### config.mk
export PLATFORM = sky130hd
export DESIGN_NAME = icache_refill_axi_adapter_flat
export DESIGN_NICKNAME = d
export VERILOG_FILES = /design/src/rtl/icache_refill_axi_adapter_if.sv /design/src/rtl/icache_refill_axi_adapter.sv /design/src/flat_wrapper.sv
export SDC_FILE = /design/constraint.sdc
export NUM_CORES = 1
export LEC_CHECK = 0
export ABC_CLOCK_PERIOD_IN_PS = 2200
export CORE_MARGIN = 2
export CORE_UTILIZATION = 30
export DETAILED_ROUTE_END_ITERATION = 12
export DONT_BUFFER_PORTS = 1
export GPL_TIMING_DRIVEN = 0
export HOLD_SLACK_MARGIN = 0.03
export PLACE_DENSITY = 0.42
export SLEW_MARGIN = 40
export SYNTH_ARGS = -nofsm -noshare
export SYNTH_HDL_FRONTEND = slang
export SYNTH_SLANG_ARGS = --single-unit
### constraint.sdc
create_clock -name clk_i -period 2.2 [get_ports clk_i]
set_clock_uncertainty 0.05 [all_clocks]
set_input_delay 0.44 -clock clk_i [delete_from_list [all_inputs] [get_ports clk_i]]
set_output_delay 0.44 -clock clk_i [all_outputs]
set_load 0.01 [all_outputs]
### src/rtl/icache_refill_axi_adapter_if.sv
// Bundles the miss-request, AXI AR/R and line-return signals of the I$ refill adapter.
// The widths must match the parameters of the adapter instance that uses this interface.
interface icache_refill_axi_adapter_if #(
   parameter int unsigned LineWidth    = 128,
   parameter int unsigned AxiDataWidth = 64,
   parameter int unsigned AxiAddrWidth = 64,
   parameter int unsigned AxiIdWidth   = 4,
   parameter int unsigned PlenWidth    = 56,
   parameter int unsigned TidWidth     = 2
);
   logic                    req_valid_i;
   logic                    req_ready_o;
   logic [PlenWidth-1:0]    req_paddr_i;
   logic                    req_nc_i;
   logic [TidWidth-1:0]     req_tid_i;

   logic                    ar_valid_o;
   logic                    ar_ready_i;
   logic [AxiAddrWidth-1:0] ar_addr_o;
   logic [7:0]              ar_len_o;
   logic [2:0]              ar_size_o;
   logic [1:0]              ar_burst_o;
   logic [AxiIdWidth-1:0]   ar_id_o;

   logic                    r_valid_i;
   logic                    r_ready_o;
   logic [AxiDataWidth-1:0] r_data_i;
   logic [1:0]              r_resp_i;
   logic                    r_last_i;

   logic                    rtrn_valid_o;
   logic                    rtrn_ready_i;
   logic [LineWidth-1:0]    rtrn_data_o;
   logic [TidWidth-1:0]     rtrn_tid_o;
   logic                    rtrn_nc_o;
   logic                    rtrn_err_o;

   // Adapter side.
   modport master (
      input  req_valid_i, req_paddr_i, req_nc_i, req_tid_i,
      input  ar_ready_i,
      input  r_valid_i, r_data_i, r_resp_i, r_last_i,
      input  rtrn_ready_i,
      output req_ready_o,
      output ar_valid_o, ar_addr_o, ar_len_o, ar_size_o, ar_burst_o, ar_id_o,
      output r_ready_o,
      output rtrn_valid_o, rtrn_data_o, rtrn_tid_o, rtrn_nc_o, rtrn_err_o
   );

   // Cache / interconnect side.
   modport slave (
      output req_valid_i, req_paddr_i, req_nc_i, req_tid_i,
      output ar_ready_i,
      output r_valid_i, r_data_i, r_resp_i, r_last_i,
      output rtrn_ready_i,
      input  req_ready_o,
      input  ar_valid_o, ar_addr_o, ar_len_o, ar_size_o, ar_burst_o, ar_id_o,
      input  r_ready_o,
      input  rtrn_valid_o, rtrn_data_o, rtrn_tid_o, rtrn_nc_o, rtrn_err_o
   );
endinterface

### src/rtl/icache_refill_axi_adapter.sv
// I$ refill engine: turns miss requests into AXI AR bursts and assembles R beats into lines.
// Define ICACHE_REFILL_ERR_EN to report bus errors (r_resp[1]) on rtrn_err_o.
module icache_refill_axi_adapter #(
   parameter int unsigned LineWidth      = 128,
   parameter int unsigned AxiDataWidth   = 64,
   parameter int unsigned AxiAddrWidth   = 64,
   parameter int unsigned AxiIdWidth     = 4,
   parameter int unsigned AxiId          = 0,
   parameter int unsigned PlenWidth      = 56,
   parameter int unsigned TidWidth       = 2,
   parameter int unsigned MaxOutstanding = 2
) (
   input logic                          clk_i,
   input logic                          rst_ni,
   icache_refill_axi_adapter_if.master  bus
);
   localparam int unsigned Beats     = LineWidth / AxiDataWidth;
   localparam int unsigned BcntWidth = (Beats > 1) ? $clog2(Beats) : 1;
   localparam int unsigned CntWidth  = $clog2(MaxOutstanding + 1);
   localparam int unsigned PtrWidth  = (MaxOutstanding > 1) ? $clog2(MaxOutstanding) : 1;
   localparam int unsigned LineBytes = LineWidth / 8;
   localparam int unsigned BeatBytes = AxiDataWidth / 8;
   localparam int unsigned AxSize    = $clog2(BeatBytes);

   localparam logic [PlenWidth-1:0] LineMask = ~PlenWidth'(LineBytes - 1);
   localparam logic [PlenWidth-1:0] BeatMask = ~PlenWidth'(BeatBytes - 1);

   if ((Beats == 0) || (Beats > 256) || ((Beats & (Beats - 1)) != 0)) begin : g_bad_ratio
      $error("LineWidth/AxiDataWidth must be a power of two no larger than 256");
   end

   typedef struct packed {
      logic [TidWidth-1:0] tid;
      logic                nc;
   } pend_t;

   pend_t                   fifo_q [MaxOutstanding];
   logic [PtrWidth-1:0]     wptr_q, rptr_q;
   logic [CntWidth-1:0]     pend_cnt_q;
   logic [BcntWidth-1:0]    bcnt_q;
   logic [LineWidth-1:0]    line_q;

   logic                    ar_valid_q;
   logic [AxiAddrWidth-1:0] ar_addr_q;
   logic [7:0]              ar_len_q;
   logic [2:0]              ar_size_q;
   logic [1:0]              ar_burst_q;
   logic [AxiIdWidth-1:0]   ar_id_q;

   logic                    rtrn_valid_q;
   logic [TidWidth-1:0]     rtrn_tid_q;
   logic                    rtrn_nc_q;

   logic  req_hs, ar_hs, r_hs, rtrn_hs, beat_ok;
   pend_t front;

   function automatic logic [PtrWidth-1:0] ptr_inc(input logic [PtrWidth-1:0] p);
      return (p == PtrWidth'(MaxOutstanding - 1)) ? '0 : p + PtrWidth'(1);
   endfunction

   assign bus.req_ready_o = !ar_valid_q && (pend_cnt_q < CntWidth'(MaxOutstanding));
   assign bus.r_ready_o   = !rtrn_valid_q;

   assign req_hs  = bus.req_valid_i && bus.req_ready_o;
   assign ar_hs   = ar_valid_q && bus.ar_ready_i;
   assign r_hs    = bus.r_valid_i && bus.r_ready_o;
   assign rtrn_hs = rtrn_valid_q && bus.rtrn_ready_i;
   // Beats arriving with nothing pending are swallowed without touching the buffer.
   assign beat_ok = r_hs && (pend_cnt_q != '0);
   assign front   = fifo_q[rptr_q];

   assign bus.ar_valid_o   = ar_valid_q;
   assign bus.ar_addr_o    = ar_addr_q;
   assign bus.ar_len_o     = ar_len_q;
   assign bus.ar_size_o    = ar_size_q;
   assign bus.ar_burst_o   = ar_burst_q;
   assign bus.ar_id_o      = ar_id_q;
   assign bus.rtrn_valid_o = rtrn_valid_q;
   assign bus.rtrn_data_o  = line_q;
   assign bus.rtrn_tid_o   = rtrn_tid_q;
   assign bus.rtrn_nc_o    = rtrn_nc_q;

   // Request acceptance, AR register and pending tag FIFO.
   always_ff @(posedge clk_i or negedge rst_ni) begin
      if (!rst_ni) begin
         for (int i = 0; i < int'(MaxOutstanding); i++) fifo_q[i] <= '0;
         wptr_q     <= '0;
         rptr_q     <= '0;
         pend_cnt_q <= '0;
         ar_valid_q <= 1'b0;
         ar_addr_q  <= '0;
         ar_len_q   <= '0;
         ar_size_q  <= '0;
         ar_burst_q <= '0;
         ar_id_q    <= '0;
      end else begin
         if (req_hs) begin
            fifo_q[wptr_q] <= '{tid: bus.req_tid_i, nc: bus.req_nc_i};
            wptr_q         <= ptr_inc(wptr_q);
            ar_valid_q     <= 1'b1;
            ar_addr_q      <= AxiAddrWidth'(bus.req_paddr_i & (bus.req_nc_i ? BeatMask : LineMask));
            ar_len_q       <= bus.req_nc_i ? 8'd0 : 8'(Beats - 1);
            ar_size_q      <= 3'(AxSize);
            ar_burst_q     <= 2'b01;
            ar_id_q        <= AxiIdWidth'(AxiId);
         end else if (ar_hs) begin
            ar_valid_q <= 1'b0;
         end
         if (rtrn_hs) rptr_q <= ptr_inc(rptr_q);
         case ({req_hs, rtrn_hs})
            2'b10:   pend_cnt_q <= pend_cnt_q + CntWidth'(1);
            2'b01:   pend_cnt_q <= pend_cnt_q - CntWidth'(1);
            default: pend_cnt_q <= pend_cnt_q;
         endcase
      end
   end

   // Beat assembly into the single line buffer and line return.
   always_ff @(posedge clk_i or negedge rst_ni) begin
      if (!rst_ni) begin
         bcnt_q       <= '0;
         line_q       <= '0;
         rtrn_valid_q <= 1'b0;
         rtrn_tid_q   <= '0;
         rtrn_nc_q    <= 1'b0;
      end else if (beat_ok) begin
         if (front.nc) line_q <= LineWidth'(bus.r_data_i);
         else          line_q[bcnt_q*AxiDataWidth +: AxiDataWidth] <= bus.r_data_i;
         if (bus.r_last_i) begin
            bcnt_q       <= '0;
            rtrn_valid_q <= 1'b1;
            rtrn_tid_q   <= front.tid;
            rtrn_nc_q    <= front.nc;
         end else if (Beats > 1) begin
            bcnt_q <= bcnt_q + BcntWidth'(1);
         end
      end else if (rtrn_hs) begin
         rtrn_valid_q <= 1'b0;
      end
   end

`ifdef ICACHE_REFILL_ERR_EN
   logic err_acc_q, rtrn_err_q;

   always_ff @(posedge clk_i or negedge rst_ni) begin
      if (!rst_ni) begin
         err_acc_q  <= 1'b0;
         rtrn_err_q <= 1'b0;
      end else if (beat_ok) begin
         if (bus.r_last_i) begin
            rtrn_err_q <= err_acc_q | bus.r_resp_i[1];
            err_acc_q  <= 1'b0;
         end else begin
            err_acc_q  <= err_acc_q | bus.r_resp_i[1];
         end
      end
   end

   assign bus.rtrn_err_o = rtrn_err_q;
`else
   logic unused_resp;
   assign unused_resp    = ^bus.r_resp_i;
   assign bus.rtrn_err_o = 1'b0;
`endif

   a_early_last: assert property (@(posedge clk_i) disable iff (!rst_ni)
      (beat_ok && bus.r_last_i && !front.nc) |-> (bcnt_q == BcntWidth'(Beats - 1)));

   a_orphan_beat: assert property (@(posedge clk_i) disable iff (!rst_ni)
      r_hs |-> (pend_cnt_q != '0));
endmodule

### src/flat_wrapper.sv
// flat-port wrapper written by rule: the top's interface ports become plain ports
module icache_refill_axi_adapter_flat 
#(
   parameter int unsigned LineWidth      = 128,
   parameter int unsigned AxiDataWidth   = 64,
   parameter int unsigned AxiAddrWidth   = 64,
   parameter int unsigned AxiIdWidth     = 4,
   parameter int unsigned AxiId          = 0,
   parameter int unsigned PlenWidth      = 56,
   parameter int unsigned TidWidth       = 2,
   parameter int unsigned MaxOutstanding = 2
)
  (clk_i, rst_ni, bus_req_valid_i, bus_req_paddr_i, bus_req_nc_i, bus_req_tid_i, bus_ar_ready_i, bus_r_valid_i, bus_r_data_i, bus_r_resp_i, bus_r_last_i, bus_rtrn_ready_i, bus_req_ready_o, bus_ar_valid_o, bus_ar_addr_o, bus_ar_len_o, bus_ar_size_o, bus_ar_burst_o, bus_ar_id_o, bus_r_ready_o, bus_rtrn_valid_o, bus_rtrn_data_o, bus_rtrn_tid_o, bus_rtrn_nc_o, bus_rtrn_err_o);
  icache_refill_axi_adapter_if #(.LineWidth(LineWidth), .AxiDataWidth(AxiDataWidth), .AxiAddrWidth(AxiAddrWidth), .AxiIdWidth(AxiIdWidth), .PlenWidth(PlenWidth), .TidWidth(TidWidth)) bus_i ();
  input logic clk_i;
  input logic rst_ni;
  input wire logic [$bits(bus_i.req_valid_i)-1:0] bus_req_valid_i;
  input wire logic [$bits(bus_i.req_paddr_i)-1:0] bus_req_paddr_i;
  input wire logic [$bits(bus_i.req_nc_i)-1:0] bus_req_nc_i;
  input wire logic [$bits(bus_i.req_tid_i)-1:0] bus_req_tid_i;
  input wire logic [$bits(bus_i.ar_ready_i)-1:0] bus_ar_ready_i;
  input wire logic [$bits(bus_i.r_valid_i)-1:0] bus_r_valid_i;
  input wire logic [$bits(bus_i.r_data_i)-1:0] bus_r_data_i;
  input wire logic [$bits(bus_i.r_resp_i)-1:0] bus_r_resp_i;
  input wire logic [$bits(bus_i.r_last_i)-1:0] bus_r_last_i;
  input wire logic [$bits(bus_i.rtrn_ready_i)-1:0] bus_rtrn_ready_i;
  output wire logic [$bits(bus_i.req_ready_o)-1:0] bus_req_ready_o;
  output wire logic [$bits(bus_i.ar_valid_o)-1:0] bus_ar_valid_o;
  output wire logic [$bits(bus_i.ar_addr_o)-1:0] bus_ar_addr_o;
  output wire logic [$bits(bus_i.ar_len_o)-1:0] bus_ar_len_o;
  output wire logic [$bits(bus_i.ar_size_o)-1:0] bus_ar_size_o;
  output wire logic [$bits(bus_i.ar_burst_o)-1:0] bus_ar_burst_o;
  output wire logic [$bits(bus_i.ar_id_o)-1:0] bus_ar_id_o;
  output wire logic [$bits(bus_i.r_ready_o)-1:0] bus_r_ready_o;
  output wire logic [$bits(bus_i.rtrn_valid_o)-1:0] bus_rtrn_valid_o;
  output wire logic [$bits(bus_i.rtrn_data_o)-1:0] bus_rtrn_data_o;
  output wire logic [$bits(bus_i.rtrn_tid_o)-1:0] bus_rtrn_tid_o;
  output wire logic [$bits(bus_i.rtrn_nc_o)-1:0] bus_rtrn_nc_o;
  output wire logic [$bits(bus_i.rtrn_err_o)-1:0] bus_rtrn_err_o;
  assign bus_i.req_valid_i = bus_req_valid_i;
  assign bus_i.req_paddr_i = bus_req_paddr_i;
  assign bus_i.req_nc_i = bus_req_nc_i;
  assign bus_i.req_tid_i = bus_req_tid_i;
  assign bus_i.ar_ready_i = bus_ar_ready_i;
  assign bus_i.r_valid_i = bus_r_valid_i;
  assign bus_i.r_data_i = bus_r_data_i;
  assign bus_i.r_resp_i = bus_r_resp_i;
  assign bus_i.r_last_i = bus_r_last_i;
  assign bus_i.rtrn_ready_i = bus_rtrn_ready_i;
  assign bus_req_ready_o = bus_i.req_ready_o;
  assign bus_ar_valid_o = bus_i.ar_valid_o;
  assign bus_ar_addr_o = bus_i.ar_addr_o;
  assign bus_ar_len_o = bus_i.ar_len_o;
  assign bus_ar_size_o = bus_i.ar_size_o;
  assign bus_ar_burst_o = bus_i.ar_burst_o;
  assign bus_ar_id_o = bus_i.ar_id_o;
  assign bus_r_ready_o = bus_i.r_ready_o;
  assign bus_rtrn_valid_o = bus_i.rtrn_valid_o;
  assign bus_rtrn_data_o = bus_i.rtrn_data_o;
  assign bus_rtrn_tid_o = bus_i.rtrn_tid_o;
  assign bus_rtrn_nc_o = bus_i.rtrn_nc_o;
  assign bus_rtrn_err_o = bus_i.rtrn_err_o;
  icache_refill_axi_adapter #(.LineWidth(LineWidth), .AxiDataWidth(AxiDataWidth), .AxiAddrWidth(AxiAddrWidth), .AxiIdWidth(AxiIdWidth), .AxiId(AxiId), .PlenWidth(PlenWidth), .TidWidth(TidWidth), .MaxOutstanding(MaxOutstanding)) u_core (.clk_i(clk_i), .rst_ni(rst_ni), .bus(bus_i));
endmodule
# After elaboration in Yosys (flattened, before gate mapping)
# Cells that the tools add are included.
[op_classes]
shifts = 2
n_reduce_logical = 15
n_mux = 19
bitwise_logic = 3
addsub = 6
n_eq_ne = 3
order_cmp = 4
[op_table]
columns = ["cell", "count"]
rows = [
  ["$bwmux W128", 1],
  ["$mux W128", 1],
  ["$shift A64 B34 Y128 const A", 1],
  ["$shiftx A64 B34 Y128", 1],
  ["$and A56 B64 Y64", 1],
  ["$neg A7 Y34", 1],
  ["$mux W3", 4],
  ["$mux W1", 9],
  ["$reduce_bool A2 Y1", 4],
  ["$logic_and A1 B1 Y1", 7],
  ["$bwmux W6", 1],
  ["$ge A2 B2 Y1 const B", 2],
  ["$mux W4", 1],
  ["$not A1 Y2", 2],
  ["$pmux W2 S2", 1],
  ["$reduce_and A2 Y1", 2],
  ["$add A1 B1 Y1 const B", 3],
  ["$demux W3 S1", 1],
  ["$add A2 B1 Y2 const B", 1],
  ["$eq A2 B1 Y1 const B", 1],
  ["$eq A2 B2 Y1 const B", 1],
  ["$logic_not A1 Y1", 2],
  ["$lt A2 B1 Y1 const B", 1],
  ["$lt A2 B2 Y1 const B", 1],
  ["other kinds (2)", 2],
]
[word_totals]
input_bits = 132
out_inout_bits = 217
regBits = 218

# Logic depth before layout (Yosys ltp)
# Gate-level depths: netlist of the first run.
[logic_depth]
depth_word = 6
ltp_mapped = 8

# Worst setup path before layout of the first run
# OpenSTA, ideal clock, no wires.
[synth_timing]
path_kind = "reg-to-reg"
from = "register u_core.rtrn_valid_q, in the netlist u_core.bus.rtrn_valid_o"
to = "register u_core.line_q[58], in the netlist u_core.bus.rtrn_data_o[58]"
required_ps = 2025
path_stages_with_launch = 5
n_path_buf = 1
setup_ps = 125
path_slack_ps = 319
t_arrival_ps = 1706
path_cell_list = "dfrtp_1 -> nand2b_1 -> a211oi_4 -> buf_6 -> mux2_2"
[synth_via]
elab_chain_cells = 3
[synth_lines]
columns = ["item", "line_no", "rtl"]
rows = [
  ["from (decl)", "icache_refill_axi_adapter.sv:50", "logic rtrn_valid_q;"],
  ["from (signal assigned)", "icache_refill_axi_adapter.sv:123", "rtrn_valid_q <= 1'b0;"],
  ["from (signal assigned)", "icache_refill_axi_adapter.sv:131", "rtrn_valid_q <= 1'b1;"],
  ["from (signal assigned)", "icache_refill_axi_adapter.sv:138", "rtrn_valid_q <= 1'b0;"],
  ["$logic_not A1 Y1", "icache_refill_axi_adapter.sv:62", "assign bus.r_ready_o = !rtrn_valid_q;"],
  ["$logic_and A1 B1 Y1", "icache_refill_axi_adapter.sv:66", "assign r_hs = bus.r_valid_i && bus.r_ready_o;"],
  ["$logic_and A1 B1 Y1", "icache_refill_axi_adapter.sv:69", "assign beat_ok = r_hs && (pend_cnt_q != '0);"],
  ["to (signal assigned)", "icache_refill_axi_adapter.sv:127", "if (front.nc) line_q <= LineWidth'(bus.r_data_i);"],
  ["to (signal, indexed assignment)", "icache_refill_axi_adapter.sv:128", "else line_q[bcnt_q*AxiDataWidth +: AxiDataWidth] <= bus.r_data_i;"],
  ["to (decl)", "icache_refill_axi_adapter.sv:41", "logic [LineWidth-1:0] line_q;"],
]
# No other way between the ends.
# A chain may end at the register's enable or synchronous reset.

# Worst setup path after layout of the first run
[layout_timing]
from = "register u_core.rptr_q"
to = "register u_core.line_q[109], in the netlist u_core.bus.rtrn_data_o[109]"
[layout_via]
elab_chain_cells = 5
[layout_lines]
columns = ["item", "line_no", "rtl"]
rows = [
  ["from (decl)", "icache_refill_axi_adapter.sv:38", "logic [PtrWidth-1:0] wptr_q, rptr_q;"],
  ["from (signal assigned)", "icache_refill_axi_adapter.sv:109", "if (rtrn_hs) rptr_q <= ptr_inc(rptr_q);"],
  ["$not A1 Y2 (implied by the code)", "icache_refill_axi_adapter.sv:70", "assign front = fifo_q[rptr_q];"],
  ["$mux W3 (implied by the code) (3 in series)", "icache_refill_axi_adapter.sv:70", ""],
  ["$mux W128", "icache_refill_axi_adapter.sv:127", ""],
]
# No other way between the ends. The select of a mux whose other input is x is not followed.

==> reports/results.ini, run 1 <==
[outcome]
status=finished with violations
violations=negative hold slack

[floorplan]
start_util_pct=30.62
die_x_um=164.5
die-area_um2=27080
design.core.area_um2=25250
ios=349
fp-row-count=58
die_y_um=164.5

[pwr]
p_sw_mw=4.843
powerDensity_nw_per_um2=1505
p_seq_share_pct=52.6
peakVddDrop_uv=446.6
power_leakage_nw=4.252
p_int_mw=8.521
comb_power_share_pct=24.1
switching_share_pct=36.24
power_mw=13.36
clockPowerShare_pct=23.3

[finish]
area_growth_syn_to_layout_pct=14.84
drive_above_1_share_pct=32.62
diodes=0
fin_cells=980
final_common_cell=dfrtp_1
final_cell_mix=199 x dfrtp_1, 161 x nand2_1, 70 x mux2_2
fin_area_um2=8880
final_core_util_pct=35.16
nNetsFinal=771

[flow_run]
drv_cap=0

[place]
gp_congestion=0.8098
dp.final_hpwl_um=14050
place_inst=946
dpl_cell_area_um2=8262
post-place-ws_ps=-160.4
port-buffer-count=0

[synth]
netlist_area_um2=7732
synth-seq-cells=199
netlist_instances=589
yosys_warnings=0
synth.yosys.seq_area_share_pct=64.40
synth-edff-count=0
synthFlopType=dfrtp_1
postSynth.asyncResetShare_pct=100.0
avgSynthCellArea_um2=13.13
synth_cell_type_count=31

[timing]
max_slew_margin_pct=63.99
fmaxAchievable_mhz=495.9
timing.hold.ws_ps=-346.9
tns_ps=0
fin_crit_sh_pct=91.65
setup_viol=0
slew_violations=0
finalHoldViolations=199
worstMarginPinSlew_ps=540.1
rsz0062_at_grt=yes
fin_ws_ps=183.6
fin_crit_ps=2016

[clocking]
numClockSinks=199
h-tree-depth=4
cts_buffers=17
cts_tree=done
root_buffer=clkbuf_16
cts_max_path_buffers=2
clock_latency_ps=420
cts.clk_slew.worst_paths_ps=80

[worst_setup_path]
worstSetupEndpointType=flip-flop
regToRegSetupSlack_ps=180
required_ps=2520
critical_path_class=flip-flop to flip-flop
critPathArrivalTime_ps=2330
start_kind=flip-flop
cp_max_fo=10

[global_route]
grt_pass1_vias=4863
grt_max_degree=200
overflow=0
grt_antenna_before_repair=0
track_usage_pct=14.04
grt_pass1_wl_um=28990

[detailed_routing]
viasPerCell=4.659
drtPass1Iterations=6
wl_per_cell_um=19.90
vias=4566
drt-total-wl_um=19510
detail-route-antenna-nets=0
drtIter0Drc=253
drc=0

[min_path]
hold_path.class=input port to asynchronous set/reset pin

cell usage after synthesis (2+ instances only):
library cell | instances | share of area, %
a22o_1 | 9 | 1.0
a22o_2 | 55 | 7.1
buf_1 | 6 | 0.29
buf_4 | 27 | 2.6
buf_6 | 13 | 1.9
clkbuf_1 | 10 | 0.49
clkbuf_8 | 2 | 0.36
dfrtp_1 | 199 | 64
inv_1 | 3 | 0.15
mux2_1 | 5 | 0.73
mux2_2 | 70 | 10
nand2_1 | 161 | 7.8
nand2b_1 | 2 | 0.16
nor2_1 | 4 | 0.19
o21ai_0 | 4 | 0.26
xnor2_1 | 3 | 0.34
xor2_1 | 2 | 0.23
sequential cells by signal, indices dropped and copies added (netlist names):
name / count
u_core.bcnt_q: 1
u_core.bus.rtrn_tid_o: 2
u_core.bus.ar_size_o: 1
u_core.bus.ar_valid_o: 1
u_core.bus.ar_addr_o: 53
u_core.bus.rtrn_nc_o: 1
u_core.fifo_q: 6
u_core.wptr_q: 1
u_core.bus.rtrn_valid_o: 1
u_core.pend_cnt_q: 2
u_core.rptr_q: 1
u_core.bus.rtrn_data_o: 128
u_core.bus.ar_len_o: 1
worst max-delay path, cell delays in order, from the launching register on:
cell and delay, ps:
dfrtp_1 370, buf_6 130, mux2_4 310, nor4_4 380
buf_4 260, buf_4 160, buf_6 140, a22o_2 150
power by group through the flow:
stage | Sequential (mW) | Combinational [mW] | Clock [mW]
after CTS | 7.07 | 3.25 | 3.24
final | 7.03 | 3.22 | 3.11
after detailed placement | 7.11 | 3.27 | 0
after global placement | 7.13 | 3.09 | 0
after global routing | 7.25 | 3.60 | 3.39
after floorplan | 6.62 | 2.63 | 0
path summary, 6_finish.rpt:
kind,start,end,cells past startpoint
worst min register to register,u_core.wptr_q$_DFFE_PN0P_,u_core.wptr_q$_DFFE_PN0P_,1
worst min-delay path,rst_ni,u_core.bus.rtrn_data_o[25]$_DFFE_PN0P_,0
max in group asynchronous,rst_ni,u_core.bus.rtrn_data_o[9]$_DFFE_PN0P_,0
worst max register to register,u_core.rptr_q$_DFFE_PN0P_,u_core.bus.rtrn_data_o[109]$_DFFE_PN0P_,7
worst max-delay path,u_core.rptr_q$_DFFE_PN0P_,u_core.bus.rtrn_data_o[109]$_DFFE_PN0P_,7
min in group clk_i,bus_ar_ready_i,u_core.bus.ar_valid_o$_DFFE_PN0P_,1
final cells by class:
cell class	instances	area, um^2
inverters	4	16.27
clock buffers	19	442.9
fillers	2494	16370
repair buffers	7	56.30
clock inverters	12	137.6
plain buffers	58	445.4
well taps	330	412.9
flip-flops and latches	199	4980
multi-input cells	351	2389
logic make-up (layout without fill, tap and decap cells):
family / after synthesis / after routing / synth area share, %
DFF: 199 / 199 / 64.40
other: 1 / 25 / 0.04850
and+or+nand+nor: 172 / 172 / 8.786
AOI/OAI and AO/OA: 71 / 71 / 8.884
buffers and inverters: 63 / 100 / 5.906
adders and majority gates: 1 / 1 / 0.1618
xor gates and xnor gates: 5 / 5 / 0.5664
muxes: 77 / 77 / 11.25
routing by layer:
layer	vias to the layer above	track usage (%)	share of wire, %
li1	2029	-	-
met1	2266	16.29	38
met2	250	23.01	48
met3	21	6.605	12
met4	0	4.466	1.6
met5	-	0	0
timing repair:
| item | 4_1_cts | 5_1_grt |
|---|---|---|
| buffers inserted | 0 | 4 |
| setup endpoints to repair | 52 | 80 |
| endpoints found under the hold margin | 199 | 199 |
| resized for setup | 3 | 3 |
| pin swaps | 1 | 1 |
Power figures use the tool's default switching activity.
==> run 2, diff against run 1 <==
- CTS_BUF_LIST: default -> sky130_fd_sc_hd__clkbuf_16
- REMOVE_ABC_BUFFERS: default -> 1
==> reports/results.ini, run 2 (synthesis gave the netlist of run 1 again) <==
[detailed_routing]
drtPass1Iterations=4
vias=4431
drt-total-wl_um=19290
drc=0
viasPerCell=4.719
drtIter0Drc=218
wl_per_cell_um=20.55
detail-route-antenna-nets=0

[floorplan]
start_util_pct=30.62
ios=349
die_y_um=164.5
fp-row-count=58
design.core.area_um2=25250
die-area_um2=27080
die_x_um=164.5

[outcome]
status=finished with violations
violations=negative hold slack

[place]
gp_congestion=0.8108
dp.final_hpwl_um=13830
port-buffer-count=0
post-place-ws_ps=-1108

[finish]
diodes=0
final_cell_mix=198 x dfrtp_1, 161 x nand2_1, 70 x mux2_2
drive_above_1_share_pct=30.54
nNetsFinal=729
final_common_cell=dfrtp_1
seq_area_um2=4981
area_growth_syn_to_layout_pct=11.75
final_core_util_pct=34.22
fillers=2478
largest_reg_flops=128
multi_input_area_um2=2411

[flow_run]
drv_cap=0

[timing]
slew_violations=0
max_slew_margin_pct=62.87
fin_ws_ps=123.7
fin_crit_sh_pct=94.38
setup_viol=0
finalHoldViolations=199
rsz0062_at_grt=no
timing.hold.ws_ps=-344.3
worstMarginPinSlew_ps=554.9
fin_crit_ps=2076
fmaxAchievable_mhz=481.6

[pwr]
switching_share_pct=36.96
powerDensity_nw_per_um2=1528
peakVddDrop_uv=561.0
comb_power_share_pct=23.7
p_int_mw=8.324
clockPowerShare_pct=22.9
p_seq_share_pct=53.4
power_leakage_nw=4.102
p_sw_mw=4.880

[global_route]
grt_pass1_wl_um=28450
grt_pass1_vias=4734
grt_max_degree=200
track_usage_pct=13.84
overflow=0
grt_antenna_before_repair=0

[worst_setup_path]
cp_max_fo=60
critPathMaxStageDelay_ps=480
timing.rr.start=u_core.bus.ar_valid_o$_DFFE_PN0P_
start_kind=flip-flop
path_cells=nor3b_4 > buf_8 > clkinv_16 > ha_1 > nor2_1 > xor2_1
regToRegSetupSlack_ps=120
r2r-end=u_core.pend_cnt_q[1]$_DFFE_PN0P_
critical_path_class=flip-flop to flip-flop
critPathArrivalTime_ps=2370
required_ps=2490
worstSetupEndpointType=flip-flop
critPathSlowestCell=dfrtp_1
reg2reg_depth=6

[min_path]
hold_path.class=input port to asynchronous set/reset pin

[clocking]
cts_max_path_buffers=2
cts_tree=done
numClockSinks=199
clock_latency_ps=430
cts.clk_slew.worst_paths_ps=80
root_buffer=clkbuf_16
h-tree-depth=4
holdBufCountCts=1
cts_buffers=17

-- run 2: cell types whose count changed in the layout (fill, tap and decap cells not counted), moves of 3 or more --
cell and change:
buf_4 -23, buf_6 -9, clkinv_4 -4, clkbuf_1 -9, buf_1 -5, inv_6 +4
clkbuf_8 -3
-- run 2: area by class of cell --
class	count	area share (%)
clock inverter	15	1.622
tap	330	4.778
sequential	199	57.65
inverter	4	0.4778
timing repair buffer	23	2.650
clock buffer	17	4.923
multi-input combinational	351	27.90
-- run 2: worst max path at each step --
stage | endpoint | slack (ps) | startpoint
6_report | u_core.pend_cnt_q[1]$_DFFE_PN0P_ | 120 | u_core.bus.ar_valid_o$_DFFE_PN0P_
5_1_grt | u_core.bus.rtrn_data_o[52]$_DFFE_PN0P_ | 5 | u_core.rptr_q$_DFFE_PN0P_
4_1_cts | u_core.bus.rtrn_data_o[116]$_DFFE_PN0P_ | 20 | u_core.rptr_q$_DFFE_PN0P_
3_5_place_dp | u_core.fifo_q[3]$_DFFE_PN0P_ | -1110 | u_core.pend_cnt_q[1]$_DFFE_PN0P_
3_3_place_gp | u_core.fifo_q[5]$_DFFE_PN0P_ | -7390 | u_core.pend_cnt_q[1]$_DFFE_PN0P_
2_1_floorplan | u_core.pend_cnt_q[1]$_DFFE_PN0P_ | -4650 | u_core.bus.ar_valid_o$_DFFE_PN0P_
-- run 2: power groups by stage --
stage | Combinational, mW | Sequential, mW | Clock [mW]
global route | 3.50 | 7.26 | 3.31
CTS | 3.17 | 7.08 | 3.16
detailed placement | 3.13 | 7.10 | 0
finish | 3.13 | 7.05 | 3.02
global placement | 2.85 | 7.12 | 0
floorplan | 2.38 | 6.63 | 0
-- run 2: repair_timing --
action                                  in CTS  in global routing
gates resized for setup                     12                  3
endpoints found under the hold margin      200                199
gates cloned                                 1                  0
setup buffers                                5                  3
pin swaps                                    3                  1
endpoints found under the setup margin     126                 20
-- run 2: critical path, delay by kind of cell (launching register included) --
kind	cells	cell delay [ps]
XOR/XNOR	1	160
buffers and inverters	2	440
adder cells (fa/ha/maj)	1	350
AND/OR/NAND/NOR	2	460
flip-flops	1	480
-- run 2: metrics by stage --
step                instance area (um^2)  power (mW)  instances  setup TNS (ps)  hold slack [ps]
floorplan                           7381       9.008        554         -351900            94.41
global placement                    7794       9.964        884         -681540            98.66
detailed placement                  7986       10.23        904          -60670            98.67
CTS                                 8613       13.41        937               0           -378.5
global route                        8641       14.07        939               0           -390.2
finish                              8641       13.20        939               0           -344.3
-- run 2: per-layer routing --
layer  global-route usage, %  part of all wire, %
met5                       0                    0
met1                   16.23                   38
met2                   22.59                   47
met4                   3.557                 0.82
met3                   6.931                   14
